--- config.mk ---
export PLATFORM = sky130hd
export DESIGN_NAME = spi_ram_arbiter
export DESIGN_NICKNAME = d
export VERILOG_FILES = /design/src/rtl/spi_ram_pkg.sv /design/src/rtl/spi_cmd_capture.sv /design/src/rtl/spi_ram_arbiter.sv
export SDC_FILE = /design/constraint.sdc
export NUM_CORES = 1
export LEC_CHECK = 0
export ABC_AREA = 1
export BUFFER_PORTS_ARGS = -buffer_cell sky130_fd_sc_hd__buf_2
export CAP_MARGIN = 20
export CELL_PAD_IN_SITES_DETAIL_PLACEMENT = 1
export CELL_PAD_IN_SITES_GLOBAL_PLACEMENT = 1
export CORE_AREA = 3 3 80 101
export DETAILED_ROUTE_END_ITERATION = 8
export DIE_AREA = 0 0 83 104
export PLACE_DENSITY_LB_ADDON = 0.15
export SYNTH_ARGS = -nofsm -noshare
export SYNTH_HDL_FRONTEND = slang
export SYNTH_SLANG_ARGS = --single-unit
--- constraint.sdc ---
create_clock -name clk -period 1.9 [get_ports clk]
set_input_delay 0.095 -clock clk [delete_from_list [all_inputs] [get_ports clk]]
set_output_delay 0.095 -clock clk [all_outputs]
set_load 0.02 [all_outputs]
--- src/rtl/spi_ram_pkg.sv ---
// Shared constants for the SPI/host RAM arbiter: opcodes, FSM encoding, default widths.
package spi_ram_pkg;

  localparam int ADDR_W_DEF = 8;
  localparam int DATA_W_DEF = 8;

  localparam logic [1:0] OP_WADDR = 2'b00;
  localparam logic [1:0] OP_WDATA = 2'b01;
  localparam logic [1:0] OP_RADDR = 2'b10;
  localparam logic [1:0] OP_RDATA = 2'b11;

  localparam logic GNT_SPI  = 1'b0;
  localparam logic GNT_HOST = 1'b1;

  typedef enum logic [1:0] {
    IDLE     = 2'd0,
    SPI_ACC  = 2'd1,
    HOST_ACC = 2'd2,
    RD_WAIT  = 2'd3
  } state_t;

  // Odd opcodes (data write / data read) are the only ones that touch the RAM.
  function automatic logic op_needs_ram(input logic [1:0] op);
    return op[0];
  endfunction

endpackage

--- src/rtl/spi_cmd_capture.sv ---
// Latches one SPI command per rising edge of rx_valid and tracks pending/overrun status.
module spi_cmd_capture
  import spi_ram_pkg::*;
#(
  parameter int ADDR_W = ADDR_W_DEF
) (
  input  logic              clk,
  input  logic              rst_n,
  input  logic [ADDR_W+1:0] rx_data,
  input  logic              rx_valid,
  input  logic              clr,
  output logic [ADDR_W+1:0] cmd,
  output logic              pend,
  output logic              ovf,
  output logic              cap
);

  logic              rx_prev_q, rx_prev_d;
  logic [ADDR_W+1:0] cmd_q, cmd_d;
  logic              pend_q, pend_d;
  logic              ovf_q, ovf_d;

  assign cap = rx_valid & ~rx_prev_q;

  // A fresh edge beats a same-cycle clear: the newer command must stay pending.
  always_comb begin
    rx_prev_d = rx_valid;
    cmd_d     = cmd_q;
    pend_d    = pend_q;
    ovf_d     = ovf_q;
    if (clr) pend_d = 1'b0;
    if (cap) begin
      cmd_d  = rx_data;
      pend_d = 1'b1;
      if (pend_q) ovf_d = 1'b1;
    end
  end

  always_ff @(posedge clk) begin
    if (!rst_n) begin
      rx_prev_q <= 1'b0;
      cmd_q     <= '0;
      pend_q    <= 1'b0;
      ovf_q     <= 1'b0;
    end else begin
      rx_prev_q <= rx_prev_d;
      cmd_q     <= cmd_d;
      pend_q    <= pend_d;
      ovf_q     <= ovf_d;
    end
  end

  assign cmd  = cmd_q;
  assign pend = pend_q;
  assign ovf  = ovf_q;

endmodule

--- src/rtl/spi_ram_arbiter.sv ---
// Shares one single-port RAM between an SPI command slave and a host port.
// One access in flight at a time; contested cycles alternate between requesters.
module spi_ram_arbiter
  import spi_ram_pkg::*;
#(
  parameter int ADDR_W = ADDR_W_DEF,
  parameter int DATA_W = DATA_W_DEF
) (
  input  logic              clk,
  input  logic              rst_n,
  input  logic [ADDR_W+1:0] rx_data,
  input  logic              rx_valid,
  output logic [DATA_W-1:0] tx_data,
  output logic              tx_valid,
  input  logic              host_req,
  input  logic              host_we,
  input  logic [ADDR_W-1:0] host_addr,
  input  logic [DATA_W-1:0] host_wdata,
  output logic              host_gnt,
  output logic [DATA_W-1:0] host_rdata,
  output logic              host_rvalid,
  output logic              ram_en,
  output logic              ram_we,
  output logic [ADDR_W-1:0] ram_addr,
  output logic [DATA_W-1:0] ram_wdata,
  input  logic [DATA_W-1:0] ram_rdata,
  output logic              spi_ovf
);

  logic [ADDR_W+1:0] cmd;
  logic              spi_pend, spi_cap, spi_clr;
  logic [1:0]        cmd_op;
  logic [ADDR_W-1:0] cmd_pl;

  spi_cmd_capture #(.ADDR_W(ADDR_W)) u_capture (
    .clk      (clk),
    .rst_n    (rst_n),
    .rx_data  (rx_data),
    .rx_valid (rx_valid),
    .clr      (spi_clr),
    .cmd      (cmd),
    .pend     (spi_pend),
    .ovf      (spi_ovf),
    .cap      (spi_cap)
  );

  assign cmd_op = cmd[ADDR_W+1:ADDR_W];
  assign cmd_pl = cmd[ADDR_W-1:0];

  state_t            state_q, state_d;
  logic              last_grant_q, last_grant_d;
  logic              acc_rd_q, acc_rd_d;
  logic              rd_spi_q, rd_spi_d;
  logic [ADDR_W-1:0] wr_addr_q, wr_addr_d;
  logic [ADDR_W-1:0] rd_addr_q, rd_addr_d;
  logic              ram_en_q, ram_en_d;
  logic              ram_we_q, ram_we_d;
  logic [ADDR_W-1:0] ram_addr_q, ram_addr_d;
  logic [DATA_W-1:0] ram_wdata_q, ram_wdata_d;
  logic              host_gnt_q, host_gnt_d;
  logic              host_rvalid_q, host_rvalid_d;
  logic [DATA_W-1:0] tx_data_q, tx_data_d;
  logic              tx_valid_q, tx_valid_d;
  logic              spi_need, spi_go, spi_is_wr;

  always_comb begin
    state_d       = state_q;
    last_grant_d  = last_grant_q;
    acc_rd_d      = acc_rd_q;
    rd_spi_d      = rd_spi_q;
    wr_addr_d     = wr_addr_q;
    rd_addr_d     = rd_addr_q;
    ram_en_d      = 1'b0;
    ram_we_d      = 1'b0;
    ram_addr_d    = '0;
    ram_wdata_d   = '0;
    host_gnt_d    = 1'b0;
    host_rvalid_d = 1'b0;
    tx_data_d     = tx_data_q;
    tx_valid_d    = tx_valid_q & ~spi_cap;
    spi_clr       = 1'b0;
    spi_need      = spi_pend & op_needs_ram(cmd_op);
    spi_go        = spi_need & (~host_req | (last_grant_q == GNT_HOST));
    spi_is_wr     = (cmd_op == OP_WDATA);

    unique case (state_q)
      IDLE: begin
        // Address loads retire here directly; they may overlap a host grant.
        if (spi_pend && !op_needs_ram(cmd_op)) begin
          spi_clr = 1'b1;
          if (cmd_op == OP_WADDR) wr_addr_d = cmd_pl;
          else                    rd_addr_d = cmd_pl;
        end
        // last_grant only moves on contested cycles, so ties alternate.
        if (spi_need && host_req) last_grant_d = spi_go ? GNT_SPI : GNT_HOST;
        if (spi_go) begin
          state_d     = SPI_ACC;
          ram_en_d    = 1'b1;
          ram_we_d    = spi_is_wr;
          ram_addr_d  = spi_is_wr ? wr_addr_q : rd_addr_q;
          ram_wdata_d = spi_is_wr ? DATA_W'(cmd_pl) : '0;
          acc_rd_d    = ~spi_is_wr;
          rd_spi_d    = 1'b1;
        end else if (host_req) begin
          state_d     = HOST_ACC;
          ram_en_d    = 1'b1;
          ram_we_d    = host_we;
          ram_addr_d  = host_addr;
          ram_wdata_d = host_wdata;
          host_gnt_d  = 1'b1;
          acc_rd_d    = ~host_we;
          rd_spi_d    = 1'b0;
        end
      end
      SPI_ACC: begin
        spi_clr = 1'b1;
        state_d = acc_rd_q ? RD_WAIT : IDLE;
      end
      HOST_ACC: begin
        state_d       = acc_rd_q ? RD_WAIT : IDLE;
        host_rvalid_d = acc_rd_q;
      end
      RD_WAIT: begin
        if (rd_spi_q) begin
          tx_data_d  = ram_rdata;
          tx_valid_d = 1'b1;
        end
        state_d = IDLE;
      end
      default: state_d = IDLE;
    endcase
  end

  always_ff @(posedge clk) begin
    if (!rst_n) begin
      state_q       <= IDLE;
      last_grant_q  <= GNT_HOST;
      acc_rd_q      <= 1'b0;
      rd_spi_q      <= 1'b0;
      wr_addr_q     <= '0;
      rd_addr_q     <= '0;
      ram_en_q      <= 1'b0;
      ram_we_q      <= 1'b0;
      ram_addr_q    <= '0;
      ram_wdata_q   <= '0;
      host_gnt_q    <= 1'b0;
      host_rvalid_q <= 1'b0;
      tx_data_q     <= '0;
      tx_valid_q    <= 1'b0;
    end else begin
      state_q       <= state_d;
      last_grant_q  <= last_grant_d;
      acc_rd_q      <= acc_rd_d;
      rd_spi_q      <= rd_spi_d;
      wr_addr_q     <= wr_addr_d;
      rd_addr_q     <= rd_addr_d;
      ram_en_q      <= ram_en_d;
      ram_we_q      <= ram_we_d;
      ram_addr_q    <= ram_addr_d;
      ram_wdata_q   <= ram_wdata_d;
      host_gnt_q    <= host_gnt_d;
      host_rvalid_q <= host_rvalid_d;
      tx_data_q     <= tx_data_d;
      tx_valid_q    <= tx_valid_d;
    end
  end

  // Host read data is passed straight from the RAM during RD_WAIT to meet gnt+1;
  // a reset arriving in that cycle suppresses the pulse.
  assign host_rvalid = host_rvalid_q & rst_n;
  assign host_rdata  = host_rvalid ? ram_rdata : '0;
  assign host_gnt    = host_gnt_q;
  assign tx_data     = tx_data_q;
  assign tx_valid    = tx_valid_q;
  assign ram_en      = ram_en_q;
  assign ram_we      = ram_we_q;
  assign ram_addr    = ram_addr_q;
  assign ram_wdata   = ram_wdata_q;

endmodule

* After elaboration in Yosys (flattened, before gate mapping)
Index checks and enable logic that the tools add are counted.
Word-level totals: flip-flop bits (word level) 63, latch bits 0, memory bits (writable) 0, ROM bits 0, output and inout bits 38, logic and storage cells 80, memories kept 0
Operators by class: add/subtract/negate cells 0, multipliers 0, div/mod/pow operators 0, magnitude comparators 0, equality and inequality tests 5, shift-type cells 0, mux-type cells 26, bitwise logic cells 14, reductions and logical operators 17
Operators by type and width (number):
- two-way mux 8 bit | 7
- two-way mux 1 bit | 14
- AND reduction 2 bit | 6
- NOT 1 bit | 8
- two-way mux 2 bit | 3
- one-hot mux 2 bit (3 select lines) | 1
- AND reduction 3 bit | 2
- bitwise AND 1 bit | 5
- equality test 2 x 1 -> 1 bit (second input constant) | 2
- equality test 2 bit (second input constant) | 2
- logical NOT 2 bit | 2
- nonzero test 2 bit | 2
- != test 3 bit (second input constant) | 1
- OR reduction 3 bit | 1
- logical AND 1 bit | 2
- one-hot mux 1 bit (2 select lines) | 1
- OR reduction 2 bit | 1
- logical NOT 1 bit | 1
- OR 1 bit | 1

* Longest topological paths before layout
depth in word-level cells 6, mapped depth 9, mapped depth without buffers 7

* By module
Synthesis repeated with hierarchy kept, for this count alone.
Second synthesis, totals: cells, all modules 353, area, all modules 2616.3 um2
By module, submodules not included:
- spi_ram_arbiter | instances 1, cells an instance 273, area each 2077.0 um2
- spi_cmd_capture | instances 1, cells an instance 80, area each 539.3 um2

* Worst setup path after synthesis
Ideal clock, no wire load.
kind register -> register, start reg state_q[0], end reg wr_addr_q[6], library setup time 0.113 ns, arrival time 1.216 ns, required time 1.787 ns, slack 0.571 ns, cell stages (with the launch flop) 10, clock period less this slack 1.329 ns, cell sequence dfxtp_1 inv_1 ha_1 buf_4 nand3_4 nor2_4 buf_6 nand2_1 nand2_1 nor2_1
Between the ends: word-level cells in the longest chain between the ends 2
RTL lines:
- from (decl) | line spi_ram_arbiter.sv:50 | state_t state_q, state_d;
- from (signal assigned) | line spi_ram_arbiter.sv:151 | state_q <= state_d;
- logical NOT 2 bit | line spi_ram_arbiter.sv:86 | unique case (state_q)
- AND reduction 3 bit (no source line)
- to (signal assigned) | line spi_ram_arbiter.sv:155 | wr_addr_q <= wr_addr_d;
- to (decl) | line spi_ram_arbiter.sv:54 | logic [ADDR_W-1:0] wr_addr_q, wr_addr_d;
Every way passes these cells. A chain may end at the register's enable or synchronous reset.

* Final worst setup path
Ends and elaborated chain as after synthesis.

==> run summary <==
Gr usage total = 0.174
Met1 Use GR = 0.195
Clock Tree Root = clkbuf_8
Finished layout cell area = 3350 sq um
Cell Area, Synth = 2570 sq um
Hold Path End = tx_data[3]
Number of nets with antenna violations after routing = 0
Initial antenna violation count = 0
CTS tree = done
Yosys reg bits = 63
Top-count cell post-synth = nand2_1
FMAX = 613 MHz
Core Region = 7270 sq um
Met2 usage = 0.318
Hold slack = 0.00891 ns
Final Max Slew Viols = 0
First-pass GRT wire length = 12200 um
Hold Crit Class = in2reg
Clock Pin Slew Worst Setup and Hold Paths = 0.07 ns
Unique masters post-synth = 24
Yosys top cell by area = dfxtp_1
Final Skew = 0.00661 ns
Starting DRT DRC Count = 94
Total CTS buffers = 9
Worst-Margin Slew = 0.417 ns
Clk sink count = 63
Critical path cell sequence = inv_1 > ha_1 > nand3_4 > nor2_4 > nand2_1 > nand2_1 > nor2_1
Worst path most repeated cell = nand2_1
Crit-path slowest cell = ha_1
# setup viols final = 0
Largest net degree at the start of global routing = 24
H-tree Lvls = 3
Max VDD drop = 419 uV
Critical path type = reg2reg
Worst Hold Depth = 3
Number of flops mapped to enable cells by yosys = 0
RSZ-0062 raised after global routing = false
CP Data Arrival Time = 1.87 ns
Seq/Total Area, Yosys = 0.491
FF-to-FF Start = state_q[0]
Max Cap Viol = 0
Met3 GRT Util = 0.0396
P&R area growth vs syn = 30.2%
Area fraction of the dominant cell type after synthesis = 0.491
Final cycle utilization of the critical path = 0.858
CP Capture Type = flip-flop
Async set-reset flop share out of synthesis = 0
Residual DRC = 0
DR pass1 iterations = 4
Synthesized Nets = 378
Reg-to-reg endpoint = wr_addr_q[6]
Vias per Instance = 4.65
Syn Area/Cell = 7.69 sq um
Min-delay src = ram_rdata[3]
Worst skew pair latency = 0.34 ns
Diode count = 0
Share of layout cells above drive strength 1 = 0.248
Port bufs = 76
R2r setup slk = 0.27 ns
DR vias = 2439
Post-CTS Setup Bufs = 0
Crit-path max FO = 16
Layout net count = 472
Placement Setup Slack = 0.250 ns
Final setup margin = 0.269 ns
Drt total wl = 7040 um
Die Y = 104 um
I/O pin cnt = 77
Gr busiest metal = met2
Placed cell areas = 3000 sq um
R2R cell count = 7
GPL Wtd Cong = 0.765
Total power = 2.83 mW
CP max stage delay = 0.39 ns
DIE AREA = 8630 sq um
Worst Path Required = 2.14 ns
Max clock buf depth = 2
Initial core utilization = 0.354
Placement row count = 35
Startpoint Class = flip-flop
Synth top area cells = dfxtp_1 49%, nand2_1 10%, inv_1 6.1%
Top cells by count, synth = 71 x nand2_1, 63 x dfxtp_1, 42 x inv_1
Chip Width = 83 um
Power Dens Cells = 845 nW/um^2
LEAKAGE = 1.66 nW
Fin crit period = 1.63 ns
HPWL after DPL = 5170 um
Routed len/inst = 13.4 um
Vias in the first global route = 2604
Syn Inst Count = 334
Max_slew headroom = 0.722
Synth warnings = 0
Final Hold Vio Count = 0
Grt ovf = 0
Top_reg_cell synth = dfxtp_1
Status = finished clean
Final setup TNS = 0 ns
[layout make-up]
class	instances	area, sq um
repair buffers	96	576
flip-flops and latches	63	1260
inverters	46	176
fillers	966	3920
clock buffers	11	141
clock inverters	4	22.5
well taps	92	115
multi-input cells	212	1050
[layer usage]
layer	vias to the layer above	share of wire
li1	1247	-
met2	47	0.54
met4	0	0.017
met5	-	0
met3	12	0.037
met1	1133	0.41
[sequential cells by signal (all words and copies together) (netlist names), 2 cells and up]
name,cells
ram_addr,8
rd_addr_q,8
tx_data,8
ram_wdata,8
wr_addr_q,8
u_capture.cmd,10
state_q,2
[critical path, delay by kind of cell (launching register included)]
kind          cells  cell delay [ns]
flops             1             0.34
simple gates      5             0.69
fa+ha+maj         1             0.39
buf+inv           1             0.12
[layout by cell type (no fill, tap or decap), types with 5 or more instances in the layout]
cell type	n
a21oi_1	31
buf_2	76
clkbuf_8	10
dfxtp_1	63
dlygate4sd3_1	18
ha_1	5
inv_1	42
nand2_1	71
nand3_1	21
nor2_1	29
o21ai_0	29
o21ai_1	9
[worst max-delay path by stage]
stage,from,to,slack (ns),cells after the start
after floorplan,state_q[0],wr_addr_q[6],0.57,9
after global placement,state_q[0],wr_addr_q[7],0.33,7
after detailed placement,state_q[0],wr_addr_q[6],0.25,7
after CTS,state_q[0],wr_addr_q[6],0.25,7
after global routing,state_q[0],wr_addr_q[6],0.05,7
final,state_q[0],wr_addr_q[6],0.27,7
[repair_timing]
item,in CTS,in global routing
hold buffers,18,0
hold endpoints to repair,18,0
resized for setup,0,0
[report_power, final]
| group | total [mW] | switching [mW] | internal [mW] |
|---|---|---|---|
| clock | 0.994 | 0.499 | 0.495 |
| sequential | 1.43 | 0.0399 | 1.39 |
| combinational | 0.401 | 0.248 | 0.153 |
[through the flow]
stage	utilization	cells
floorplan	-	334
global placement	0.413	491
detailed placement	0.413	491
CTS	0.460	524
global route	0.460	524
finish	0.460	524
[kinds of logic (layout without fill, tap and decap cells)]
family | after synthesis | in the layout | share of synthesized area
AO/OA/AOI/OAI | 71 | 71 | 0.140
adder cells (fa/ha/maj) | 5 | 5 | 0.0243
buffers and inverters | 59 | 157 | 0.0993
flip-flops | 63 | 63 | 0.491
AND/OR/NAND/NOR | 136 | 136 | 0.245
Power figures use the tool's default switching activity.
